<file path="src/rtl/multi_dir_sequencer.sv">
//------------------------------------------------------------------------------
// Module   : multi_dir_sequencer
// Brief    : Round-robin FORWARD/RIGHT/LEFT/OFF light sequencer for N_DIR
//            approaches with shadow-buffered, cycle-boundary phase durations.
// Revision : 1.0 - initial release
//------------------------------------------------------------------------------
`default_nettype none

module multi_dir_sequencer #(
  parameter int N_DIR   = 2,
  parameter int CNT_W   = 8,
  parameter int T_FWD   = 15,
  parameter int T_RIGHT = 10,
  parameter int T_LEFT  = 10,
  parameter int T_OFF   = 3,
  localparam int DIR_W  = (N_DIR > 1) ? $clog2(N_DIR) : 1
) (
  input  logic               clk,
  input  logic               reset_n,
  input  logic               enable,
  input  logic               hold,
  input  logic               cfg_we,
  input  logic [1:0]         cfg_phase,
  input  logic [CNT_W-1:0]   cfg_data,
  output logic [2*N_DIR-1:0] light,
  output logic [CNT_W-1:0]   countdown,
  output logic [DIR_W-1:0]   active_dir,
  output logic               cycle_done
);

  localparam logic [2:0] c_st_idle = 3'd0;
  localparam logic [2:0] c_st_fwd  = 3'd1;
  localparam logic [2:0] c_st_rgt  = 3'd2;
  localparam logic [2:0] c_st_lft  = 3'd3;
  localparam logic [2:0] c_st_clr  = 3'd4;

  // Phase codes double as indices into the duration register sets.
  localparam logic [1:0] c_ph_off   = 2'b00;
  localparam logic [1:0] c_ph_left  = 2'b01;
  localparam logic [1:0] c_ph_fwd   = 2'b10;
  localparam logic [1:0] c_ph_right = 2'b11;

  logic [2:0]         r_state, w_state_nxt;
  logic [CNT_W-1:0]   r_count, w_count_nxt;
  logic [DIR_W-1:0]   r_dir, w_dir_nxt;
  logic [2*N_DIR-1:0] r_light, w_light_nxt;
  logic               r_cycle_done;
  logic [CNT_W-1:0]   r_shadow [4];
  logic [CNT_W-1:0]   r_active [4];
  logic [CNT_W-1:0]   w_shadow_nxt [4];
  logic [CNT_W-1:0]   w_wr_data;
  logic [CNT_W-1:0]   w_count_dec;
  logic [1:0]         w_code;
  logic               w_expire, w_last, w_wrap, w_copy;

  assign w_wr_data   = (cfg_data == '0) ? CNT_W'(1) : cfg_data;
  assign w_count_dec = r_count - CNT_W'(1);
  assign w_expire    = (r_count == CNT_W'(1));
  assign w_last      = (r_dir == DIR_W'(N_DIR - 1));
  assign w_wrap      = enable && !hold && (r_state == c_st_clr) && w_expire && w_last;
  // A held IDLE does not copy; a disabled IDLE does, so the exit load is always fresh.
  assign w_copy      = ((r_state == c_st_idle) && !(enable && hold)) || w_wrap;

  // Shadow view including this cycle's write, so a coincident copy picks it up.
  always_comb begin
    for (int i = 0; i < 4; i++) w_shadow_nxt[i] = r_shadow[i];
    if (cfg_we) w_shadow_nxt[cfg_phase] = w_wr_data;
  end

  always_ff @(posedge clk or negedge reset_n) begin
    if (!reset_n) begin
      r_shadow[c_ph_off]   <= CNT_W'(T_OFF);
      r_shadow[c_ph_left]  <= CNT_W'(T_LEFT);
      r_shadow[c_ph_fwd]   <= CNT_W'(T_FWD);
      r_shadow[c_ph_right] <= CNT_W'(T_RIGHT);
      r_active[c_ph_off]   <= CNT_W'(T_OFF);
      r_active[c_ph_left]  <= CNT_W'(T_LEFT);
      r_active[c_ph_fwd]   <= CNT_W'(T_FWD);
      r_active[c_ph_right] <= CNT_W'(T_RIGHT);
    end else begin
      for (int i = 0; i < 4; i++) begin
        r_shadow[i] <= w_shadow_nxt[i];
        if (w_copy) r_active[i] <= w_shadow_nxt[i];
      end
    end
  end

  always_ff @(posedge clk or negedge reset_n) begin
    if (!reset_n) begin
      r_state      <= c_st_idle;
      r_count      <= '0;
      r_dir        <= '0;
      r_light      <= '0;
      r_cycle_done <= 1'b0;
    end else begin
      r_state      <= w_state_nxt;
      r_count      <= w_count_nxt;
      r_dir        <= w_dir_nxt;
      r_light      <= w_light_nxt;
      r_cycle_done <= w_wrap;
    end
  end

  always_comb begin
    w_state_nxt = r_state;
    w_count_nxt = r_count;
    w_dir_nxt   = r_dir;
    if (!enable) begin
      w_state_nxt = c_st_idle;
      w_count_nxt = '0;
      w_dir_nxt   = '0;
    end else if (!hold) begin
      case (r_state)
        c_st_idle: begin
          w_state_nxt = c_st_fwd;
          w_count_nxt = w_shadow_nxt[c_ph_fwd];
          w_dir_nxt   = '0;
        end
        c_st_fwd: begin
          w_state_nxt = w_expire ? c_st_rgt : c_st_fwd;
          w_count_nxt = w_expire ? r_active[c_ph_right] : w_count_dec;
        end
        c_st_rgt: begin
          w_state_nxt = w_expire ? c_st_lft : c_st_rgt;
          w_count_nxt = w_expire ? r_active[c_ph_left] : w_count_dec;
        end
        c_st_lft: begin
          w_state_nxt = w_expire ? c_st_clr : c_st_lft;
          w_count_nxt = w_expire ? r_active[c_ph_off] : w_count_dec;
        end
        c_st_clr: begin
          if (w_expire) begin
            w_state_nxt = c_st_fwd;
            w_dir_nxt   = w_last ? '0 : r_dir + DIR_W'(1);
            w_count_nxt = w_last ? w_shadow_nxt[c_ph_fwd] : r_active[c_ph_fwd];
          end else begin
            w_count_nxt = w_count_dec;
          end
        end
        default: begin
          w_state_nxt = c_st_idle;
          w_count_nxt = '0;
          w_dir_nxt   = '0;
        end
      endcase
    end
  end

  always_comb begin
    case (w_state_nxt)
      c_st_fwd: w_code = c_ph_fwd;
      c_st_rgt: w_code = c_ph_right;
      c_st_lft: w_code = c_ph_left;
      default:  w_code = c_ph_off;
    endcase
    w_light_nxt = '0;
    for (int k = 0; k < N_DIR; k++) begin
      if (w_dir_nxt == DIR_W'(k)) w_light_nxt[2*k +: 2] = w_code;
    end
  end

  assign light      = r_light;
  assign countdown  = r_count;
  assign active_dir = r_dir;
  assign cycle_done = r_cycle_done;

endmodule

`default_nettype wire

</file>
<file path="config.mk">
export PLATFORM = sky130hd
export DESIGN_NAME = multi_dir_sequencer
export DESIGN_NICKNAME = d
export VERILOG_FILES = /design/src/rtl/multi_dir_sequencer.sv
export SDC_FILE = /design/constraint.sdc
export NUM_CORES = 1
export LEC_CHECK = 0
export BUFFER_PORTS_ARGS = -buffer_cell sky130_fd_sc_hd__buf_4
export CAP_MARGIN = 10
export CORE_MARGIN = 4
export CORE_UTILIZATION = 60
export CTS_BUF_LIST = sky130_fd_sc_hd__clkbuf_2
export DETAILED_ROUTE_END_ITERATION = 6
export PLACE_DENSITY = 0.84
export SKIP_CTS_REPAIR_TIMING = 1
export SLEW_MARGIN = 20
export SYNTH_ARGS = -nofsm -noshare
export SYNTH_HDL_FRONTEND = slang
export SYNTH_SLANG_ARGS = --single-unit
</file>
<file path="constraint.sdc">
create_clock -name clk -period 2.8 [get_ports clk]
set_input_delay 0.56 -clock clk [delete_from_list [all_inputs] [get_ports clk]]
set_output_delay 0.56 -clock clk [all_outputs]
set_load 0.005 [all_outputs]
</file>
; ---- Word level (Yosys, flattened, before mapping)
; Cells that the tools add are included.
[classes]
addsub = 2
order_cmp = 2
n_eq_ne = 9
muxes = 28
bitwise = 1
reduce_logical = 13
[ops]
columns = operator, count
row1 = 8-bit 2-to-1 mux, 9
row2 = 8-bit one-hot mux with 5 select lines, 1
row3 = 32-bit bitwise mux, 1
row4 = 32-bit 2-to-1 mux, 1
row5 = 8-bit demux with 2-bit select, 1
row6 = 3-bit one-hot mux with 5 select lines, 1
row7 = 3-bit by 2-bit == test with 1-bit output (second input constant), 4
row8 = 3-bit 2-to-1 mux, 4
row9 = 8-bit by 1-bit == test with 1-bit output (second input constant), 1
row10 = 8-bit zero test, 1
row11 = 8-bit by 1-bit subtractor with 8-bit output (second input constant), 1
row12 = 1-bit logical AND, 7
row13 = 3-bit by 1-bit == test with 1-bit output (second input constant), 2
row14 = 2-bit 2-to-1 mux, 3
row15 = 2-bit one-hot mux with 3 select lines, 1
row16 = 1-bit 2-to-1 mux, 5
row17 = 3-bit == test (second input constant), 1
row18 = 3-bit greater-or-equal comparator (second input constant), 1
row19 = 3-bit zero test, 1
row20 = 3-bit by 1-bit < comparator with 1-bit output (second input constant), 1
row21 = 2-bit inverter with 3-bit output, 1
row22 = 3-bit OR reduction, 1
row23 = 1-bit zero test, 2
row24 = 2-bit inequality test (second input constant), 1
row25 = 3 further kinds, 3
[totals]
regBits = 81
input_bits = 15
output_inout_bits = 14
wordCells = 68

; ---- Longest topological paths before layout
; Gate-level depths: netlist (run 1).
[depth]
depth_word = 12
depth_mapped = 8
depth_no_buf = 7

; ---- Worst setup path before layout (run 1)
; No wires, ideal clock.
[synth_path]
kind = reg-to-reg
startpoint = register r_count[1] (netlist: countdown[1])
endpoint = register r_count[0] (netlist: countdown[0])
setup_ns = 0.131
arrival_ns = 2.013
required_time_ns = 2.669
path_slack_ns = 0.655
path_stages_with_launch = 9
n_path_buf = 1
period_less_slack_ns = 2.145
path_cell_list = dfrtp_1 -> inv_1 -> ha_1 -> or4b_4 -> buf_6 -> nor2_8 -> nor2_2 -> o221a_1 -> or3_1
[synth_via]
elab_chain_len = 5
word_cells_on_any_way = 8
cone_classes = eq/ne: 1 / mux: 7
[synth_lines]
columns = element, line
row1 = start: declaration, 44  ; logic [CNT_W-1:0] r_count, w_count_nxt;
row2 = start signal: assignment, 97  ; r_count <= w_count_nxt;
row3 = 8-bit by 1-bit == test with 1-bit output (*), 58  ; assign w_expire = (r_count == CNT_W'(1));
row4 = 8-bit 2-to-1 mux (on tied branches), --
row5 = 8-bit one-hot mux with 5 select lines (*), 113  ; case (r_state)
row6 = 8-bit 2-to-1 mux (*), 112  ; end else if (!hold) begin
row7 = 8-bit 2-to-1 mux (*), 108  ; if (!enable) begin
; Every way passes the cells marked *; elsewhere a longest branch is shown, timed or not. The select of a mux whose other input is x is not followed.
; A chain may end at the register's enable or synchronous reset.

; ---- Worst setup path in the final report (run 1)
[layout_path]
startpoint = register r_count[1] (netlist: countdown[1])
endpoint = register r_active[29] in the netlist's numbering
[layout_via]
elab_chain_len = 4
[layout_lines]
columns = element, line
row1 = 8-bit by 1-bit == test with 1-bit output, 58
row2 = 1-bit logical AND (2 in series), 60  ; assign w_wrap = enable && !hold && (r_state == c_st_clr) && w_expire && w_last;
row3 = 1-bit logical OR, 62  ; assign w_copy = ((r_state == c_st_idle) && !(enable && hold)) || w_wrap;
row4 = end signal: indexed assignment, 76  ; r_active[c_ph_off] <= CNT_W'(T_OFF);
row5 = end signal: indexed assignment, 77  ; r_active[c_ph_left] <= CNT_W'(T_LEFT);
row6 = end signal: indexed assignment, 78  ; r_active[c_ph_fwd] <= CNT_W'(T_FWD);
row7 = end: declaration, 49  ; logic [CNT_W-1:0] r_active [4];
; No other way between the ends.

==> results_dict.tcl, run 1 <==
set metrics [dict create \
    status "finished, final reports clean" \
    grt_overflow 0 \
    grt_max_degree 82 \
    fin_nets 377 \
    rrSetupSlack_ps 480 \
    cp_max_fo 32 \
    crit_path_start "countdown[1]" \
    maxCapViolCount 0 \
    worstSetupPathType "reg -> reg" \
    dr_total_vias 2753 \
    numCtsBuffers 9 \
    dp_slack_ps 477 \
    synthXorXnorAreaFrac_pct 0.666 \
    clock_latency_ps 530 \
    synth_top_family_by_area "multiplexers" \
    grt_pass1_wl_mm 15.0 \
    placed_area_mm2 0.00425 \
    syn_to_final_growth_pct 10.5 \
    hp-class "in -> async" \
    rr_worst_depth 9 \
    via_per_inst 6.23 \
    diodes 0 \
    synth_cell_types 61 \
    timing.setup.tns_ps 0 \
    r2r_end "r_active[29]" \
    syn_nets 344 \
    hold_ws_ps 163 \
    finalMaxSlewViolations 0 \
    grt_usage_pct 25.0 \
    io_pins 29 \
    ys_ff_latch 81 \
    critPathSlowestCell "dfrtp_1" \
    dp_hpwl_mm 5.99 \
    muxShareOfSynthArea_pct 20.8 \
    core-area_mm2 0.00639 \
    slew_headroom_pct 33.3 \
    powerDensity_mw_per_mm2 733 \
    synth_compound_area_share_pct 11.6 \
    ir_drop_v 0.000457 \
    portBuffers 28 \
    synth_edf_count 0 \
    cp_common_cell "buf_4" \
    cp.required_ps 3210 \
    setup_viol 0 \
    drt_iter0_drc 131 \
    cp-start-kind "register" \
    endpoint_kind "register" \
    yosys.area.top_type_share_pct 38.7 \
    first_pass_iters 5 \
    synth.avg_cell_area_um2 12.1 \
    cts_sinks 81 \
    synthFlopType "dfrtp_1" \
    yosysTopAreaCell "dfrtp_1" \
    place.gp.congestion 0.891 \
    worst_slack_ps 481 \
    chipWidth_um 89.1 \
    synthArstFlopShare_pct 100 \
    r2r-start "countdown[1]" \
    die_area_mm2 0.00794 \
    hold_violations 0 \
    grt_pass1_vias 2953 \
    antenna_found_initial 0 \
    synth_fa_ha_area_share_pct 0.888 \
    synthTopCellsByArea "dfrtp_1 39%, mux2_2 19%, dfstp_2 13%" \
    crit_chain "inv_1 -> ha_1 -> nor4b_4 -> buf_4 -> nand2_2 -> o21ai_1 -> nand3b_1 -> buf_4 -> mux2_2" \
    clk_pin_slew_ps 220 \
    antenna_left 0 \
    slowest_delay_ps 500 \
    post-route-min-period_ps 2320 \
    tightest_slew_ps 1000 \
    crit_arrival_ps 2730 \
    fmaxAchievable_mhz 431 \
    yosys.area_share.simple_pct 11.3 \
    root_buffer "clkbuf_2" \
    power.leakage_nw 1.83 \
    htree_levels 3 \
    seq_area_frac_synth_pct 52.0 \
    power_w 0.00320 \
    fp-row-count 29 \
    finClkSkew_ps 30.8 \
    routedWlPerCell_um 19.9 \
    drc 0 \
    start_util_pct 61.8 \
    synthCells 327 \
    totalWireLength_mm 8.79 \
    synth_area_mm2 0.00395 \
    drive_gt1_share_pct 40.5 \
    finalCritPeriodShare_pct 82.8 \
    cts.path.max_buffers 2 \
    cts_tree "done" \
    ys_warn_count 0 \
    fin_area_mm2 0.00436 \
    rsz0062_at_grt "no" \
    die_y_um 89.1 \
]
-- cell usage after synthesis, types with 2 or more instances --
cell type  instances
mux2_2            65
dfrtp_1           61
dfstp_2           20
nor2_1            19
o21ai_0           16
a21oi_1           13
nand2_1           12
clkbuf_1          11
mux2i_1            9
a211oi_1           8
a22oi_1            8
inv_1              6
nor3_1             6
nand3b_1           4
nor4_1             4
and2_1             3
nand4b_1           3
nor2b_1            3
o21a_1             3
o31ai_1            3
a21boi_0           2
a31oi_1            2
buf_6              2
ha_1               2
nand3_1            2
nand4_1            2
o211ai_1           2
or2_2              2
xnor2_1            2
-- layer usage --
metal,vias to the layer above,GRT usage [%],share of wire (%)
met1,1361,33.8,44
met5,-,0,0
met2,97,39.7,47
met3,22,5.71,6.6
met4,0,9.47,2.5
li1,1273,-,-
-- report_power, final --
group          switching (W)  leakage [nW]  total [W]  internal [W]
registers           0.000174         0.963    0.00168       0.00151
logic               0.000451         0.803   0.000922      0.000470
clock network       0.000390        0.0670   0.000594      0.000204
total                0.00102          1.83    0.00320       0.00218
-- through the flow --
step / util, % / std cells
final: 68.3 / 442
after global routing: 68.3 / 442
after CTS: 68.3 / 442
after detailed placement: 66.6 / 426
after global placement: 66.6 / 426
after floorplan: - / 327
-- final cells by class --
type | instances | area (um2)
clock inverters | 6 | 58.8
inverters | 6 | 22.5
repair buffers | 39 | 293
clock buffers | 10 | 50.0
fillers | 482 | 2030
flip-flops and latches | 81 | 2050
multi-input cells | 223 | 1790
well taps | 77 | 96.3
-- layout by cell type, fill, tap and decap left out, types with 8 or more instances in the layout --
cell type   n
nor2_1     19
clkbuf_2   10
o21ai_0    16
a21oi_1    13
mux2_2     65
buf_4      39
dfrtp_1    61
mux2i_1     9
dfstp_2    20
nand2_1    12
a22oi_1     8
a211oi_1    8
-- registers in the layout, indices dropped and copies added, names as in the netlist --
name        cells
r_active       32
r_shadow       32
countdown       8
light           4
r_state         3
active_dir      1
cycle_done      1
-- cells by family (layout without fill, tap and decap cells) --
kind of cell | count (synthesis) | count (layout)
XOR/XNOR | 3 | 3
buffers and inverters | 23 | 61
multiplexers | 74 | 74
AO/OA/AOI/OAI | 69 | 69
AND/OR/NAND/NOR | 74 | 74
adder cells (fa/ha/maj) | 3 | 3
flip-flops | 81 | 81
-- worst max-delay path by stage --
| stage | end | slack, ps |
|---|---|---|
| floorplan | countdown[0] | 660 |
| global placement | countdown[0] | 560 |
| detailed placement | countdown[6] | 480 |
| CTS | r_active[18] | 500 |
| global route | light[2] | 340 |
| finish | r_active[29] | 480 |
-- worst max-delay path: cells and delay by family, from the launching register on --
family	cells	cell delay, ps
compound gates	1	90
flops	1	500
buf+inv	3	660
mux	1	390
simple gates	3	340
fa+ha+maj	1	200
Note: power is estimated with default switching activity, not from simulation.
==> inputs of run 2 (changes only) <==
clock period = 2.16 ns   (was 2.8 ns; I/O delays follow)
==> run 2 against run 1 <==
Effect of this change: sequential cell count stayed put; non-clock buffer count is 20 higher; utilization is 3.6 points higher; global-route usage is 0.097 points lower; first-iteration DRC count is 110% higher; sequential power is 28% higher; clock skew is 2.5 ps lower; count of clock-buffer cells in the layout stayed put; power is 39% higher; critical path depth is 2 lower.
==> results_dict.tcl, run 2 (synthesis gave the netlist of run 1 again) <==
set metrics [dict create \
    status "finished, final reports clean" \
    portBuffers 28 \
    via_per_inst 6.21 \
    totalWireLength_mm 9.00 \
    finClkSkew_ps 28.3 \
    drt_iter0_drc 270 \
    worstHoldStart "hold" \
    rsz0062_at_grt "no" \
    diodes 0 \
    finalNonFillerCells 462 \
    fp-row-count 29 \
    critPathBufInv 1 \
    cp_max_fo 5 \
    hp-class "in -> reg" \
    p_sw_share_pct 31.3 \
    io_pins 29 \
    clk_pin_slew_ps 230 \
    grt_pass1_vias 2921 \
    core-area_mm2 0.00639 \
    antenna_found_initial 0 \
    r2r-start "countdown[1]" \
    cp.required_ps 2580 \
    rr_worst_depth 7 \
    cts_tree "done" \
    routedWlPerCell_um 19.5 \
    syn_to_final_growth_pct 16.4 \
    die_area_mm2 0.00794 \
    cts.path.max_buffers 2 \
    cts_sinks 81 \
    crit_arrival_ps 2500 \
    p_int_w 0.00305 \
    rrSetupSlack_ps 80 \
    clock_latency_ps 510 \
    final_cell_mix "65 x mux2_2, 60 x dfrtp_1, 55 x buf_4, 20 x dfstp_2, 19 x nor2_1" \
    finalMaxSlewViolations 0 \
    final_common_cell "mux2_2" \
    fmaxAchievable_mhz 480 \
    place.gp.congestion 0.892 \
    tightest_slew_ps 505 \
    grt_usage_pct 24.9 \
    die_y_um 89.1 \
    cp-start-kind "register" \
    hold_path_depth 2 \
    clock_power_share_pct 20.8 \
    grt_max_degree 38 \
    chipWidth_um 89.1 \
    worstSetupPathType "reg -> reg" \
    critPathSlowestCell "or4b_4" \
    maxCapViolCount 0 \
    start_util_pct 61.8 \
    dp_cells 443 \
    slowest_delay_ps 530 \
    hold_violations 0 \
    power_w 0.00444 \
    r2r_end "countdown[0]" \
    root_buffer "clkbuf_2" \
    drive_gt1_share_pct 44.9 \
    ir_drop_v 0.000664 \
    slew_headroom_pct 65.9 \
    dr_total_vias 2869 \
    antenna_left 0 \
    drc 0 \
    fin_nets 397 \
    holdPathEnd "cycle_done" \
    powerDensity_mw_per_mm2 966 \
    grt_overflow 0 \
    crit_chain "inv_2 -> ha_2 -> or4b_4 -> nor2_8 -> nor2_2 -> o221a_1 -> or3_1" \
    grt_pass1_wl_mm 14.8 \
    numCtsBuffers 9 \
    pwr-share-seq_pct 48.5 \
    finalCritPeriodShare_pct 96.4 \
    cpLargestDelayFamily "simple AND/OR/NAND/NOR gates" \
    p_switching_w 0.00139 \
    setup_viol 0 \
    endpoint_kind "register" \
    first_pass_iters 4 \
    dp_hpwl_mm 6.49 \
    power.leakage_nw 1.96 \
    post-route-min-period_ps 2080 \
    comb_power_share_pct 30.6 \
    htree_levels 3 \
]
-- run 2: routing by layer --
metal	up-vias	wire length (um)	track usage [%]
met5	-	0	0
met4	0	152	9.74
met3	15	434	3.32
met2	98	4330	39.7
met1	1434	4080	34.8
li1	1322	-	-
-- run 2: cell type report --
cell class | instances | area [um2]
inverters | 6 | 22.5
clock inverters | 6 | 90.1
multi-input cells | 223 | 1800
repair buffers | 59 | 478
well taps | 77 | 96.3
clock buffers | 10 | 50.0
flip-flops and latches | 81 | 2050
fillers | 451 | 1790
-- run 2: through the flow --
stage | TNS [ps] | util, % | setup WS, ps | hold WS (ps) | instance area [um2]
after detailed placement | 0 | 68.9 | 22.9 | 434 | 4400
after CTS | -1.60 | 71.1 | -1.60 | -178 | 4540
after global routing | 0 | 71.9 | 2.57 | 121 | 4590
after global placement | 0 | 68.9 | 124 | 422 | 4400
final | 0 | 71.9 | 76.7 | 173 | 4590
after floorplan | 0 | - | 15.3 | 136 | 3950
-- run 2: worst max-delay path by stage --
stage / start / cells after the start / to / slack [ps]
2_1_floorplan: countdown[1] / 8 / countdown[0] / 20
3_3_place_gp: countdown[1] / 8 / light[0] / 120
3_5_place_dp: countdown[1] / 8 / light[0] / 20
4_1_cts: countdown[1] / 8 / light[0] / -2
5_1_grt: countdown[2] / 7 / r_active[13] / 3
6_report: countdown[1] / 7 / countdown[0] / 80
-- run 2: power groups by stage --
stage                     Clock (W)  Sequential [W]  Combinational [W]
final                      0.000924         0.00215            0.00136
after global routing        0.00102         0.00219            0.00148
after CTS                  0.000950         0.00215            0.00133
after detailed placement          0         0.00218            0.00132
after global placement            0         0.00215            0.00128
after floorplan                   0         0.00213           0.000885
-- run 2: worst register-to-register path, delay by kind of cell, from the launching register on --
family,cells,cell delay [ps]
compound gates,1,230
fa+ha+maj,1,170
buf+inv,1,70
flops,1,440
simple gates,4,1090
==> inputs of run 3 (changes only) <==
SETUP_SLACK_MARGIN = 0.4   (was not set)
==> run 3 against run 2 <==
Effect of this change: highest routed layer unchanged; utilization rose by 1.4 points; largest cell class unchanged; design area rose by 1.9%; clock power decreased by 21%; die area unchanged; setup slack improved by 37 ps.
==> results_dict.tcl, run 3 (synthesis gave the netlist of run 1 again) <==
set metrics [dict create \
    fin_nets 399 \
    numCtsBuffers 9 \
    grt_pass1_vias 2989 \
    cp_max_fo 4 \
    grt_max_degree 40 \
    clk_pin_slew_ps 240 \
    multi_input_area_mm2 0.00187 \
    fp-row-count 29 \
    powerDensity_mw_per_mm2 934 \
    root_buffer "clkbuf_2" \
    dp_hpwl_mm 6.40 \
    clock_latency_ps 540 \
    cp-start-kind "register" \
    core-area_mm2 0.00639 \
    timing.setup.tns_ps 0 \
    grt_usage_pct 24.6 \
    dr_total_vias 3056 \
    totalWireLength_mm 9.84 \
    post-route-min-period_ps 2050 \
    finClkSkew_ps 18.0 \
    chipWidth_um 89.1 \
    syn_to_final_growth_pct 18.5 \
    routedWlPerCell_um 21.2 \
    antenna_found_initial 0 \
    tightest_slew_ps 676 \
    htree_levels 3 \
    worstSetupPathType "reg -> reg" \
    antenna_left 0 \
    grt_overflow 0 \
    portBuffers 28 \
    power.leakage_nw 1.97 \
    cp.required_ps 2630 \
    grt_pass1_wl_mm 14.7 \
    drt_iter0_drc 388 \
    finalCritPeriodShare_pct 94.7 \
    hold_violations 0 \
    maxCapViolCount 0 \
    die_y_um 89.1 \
    placed_area_mm2 0.00437 \
    fin_area_mm2 0.00468 \
    cts_tree "done" \
    die_area_mm2 0.00794 \
    drc 0 \
    final_cell_mix "65 x mux2_2, 58 x dfrtp_1, 52 x buf_4, 20 x dfstp_2, 19 x nor2_1" \
    diodes 0 \
    cts.path.max_buffers 2 \
    status "finished, final reports clean" \
    setup_viol 0 \
    drive_gt1_share_pct 48.6 \
    endpoint_kind "register" \
    fillers 414 \
    slew_headroom_pct 54.3 \
    regArea_mm2 0.00206 \
    fmaxAchievable_mhz 489 \
    crit_arrival_ps 2510 \
    postLayoutCoreUtil_pct 73.3 \
    slowest_delay_ps 510 \
    crit_chain "inv_2 -> ha_4 -> or4b_4 -> nor2_8 -> nor2_4 -> o221a_1 -> or3_1" \
    first_pass_iters 7 \
    final_common_cell "mux2_2" \
    cts_sinks 81 \
    finalMaxSlewViolations 0 \
    io_pins 29 \
    critPathSlowestCell "or4b_4" \
    start_util_pct 61.8 \
    place.gp.congestion 0.951 \
    ir_drop_v 0.000573 \
    via_per_inst 6.59 \
    hp-class "in -> reg" \
    rsz0062_at_grt "yes" \
]
[run 3: critical path, delay by kind of cell, from the launching register on]
kind	cells	cell delay, ps
DFF	1	460
buffers and inverters	1	90
AOI/OAI and AO/OA	1	220
adders and majority gates	1	120
and+or+nand+nor	4	1070
[run 3: stage by stage]
stage	setup slack [ps]	hold WS [ps]	power, W	std cells
after floorplan	112	136	0.00304	327
after global placement	189	434	0.00340	438
after detailed placement	141	437	0.00348	438
after CTS	120	-170	0.00419	454
after global routing	83.5	124	0.00459	464
final	114	122	0.00437	464
[run 3: final cells by class]
type / instances / share of cell area (%)
Clock buffer: 9 / 0.963
Clock inverter: 7 / 1.15
Inverter: 6 / 0.481
Multi-Input combinational cell: 223 / 39.9
Sequential cell: 81 / 43.9
Tap cell: 77 / 2.06
Timing Repair Buffer: 61 / 11.5
[run 3: power breakdown]
| part | switching (W) | total, W | internal, W | leakage (nW) |
|---|---|---|---|---|
| logic | 0.000699 | 0.00145 | 0.000756 | 0.953 |
| clock network | 0.000569 | 0.000728 | 0.000158 | 0.0549 |
| registers | 0.000232 | 0.00219 | 0.00196 | 0.959 |
[run 3: per-layer routing]
layer  wire length [um]  track usage, %  share of wire, %  vias to the layer above
li1                   -               -                 -                     1321
met1               4080            33.4                41                     1516
met2               4700            38.3                48                      168
met3                712            5.07               7.2                       51
met4                355            11.0               3.6                        0
met5                  0               0                 0                        -
[run 3: worst paths after layout]
| check | start | end | slack [ps] | cells after the start |
|---|---|---|---|---|
| min in group asynchronous | reset_n | countdown[1] | 370 | 2 |
| worst max register to register | countdown[1] | countdown[0] | 110 | 7 |
| worst min-delay path | hold | cycle_done | 120 | 2 |
| max in group asynchronous | reset_n | r_shadow[9] | 1180 | 3 |
| worst min register to register | r_shadow[2] | r_shadow[2] | 520 | 1 |
| worst max-delay path | countdown[1] | countdown[0] | 110 | 7 |
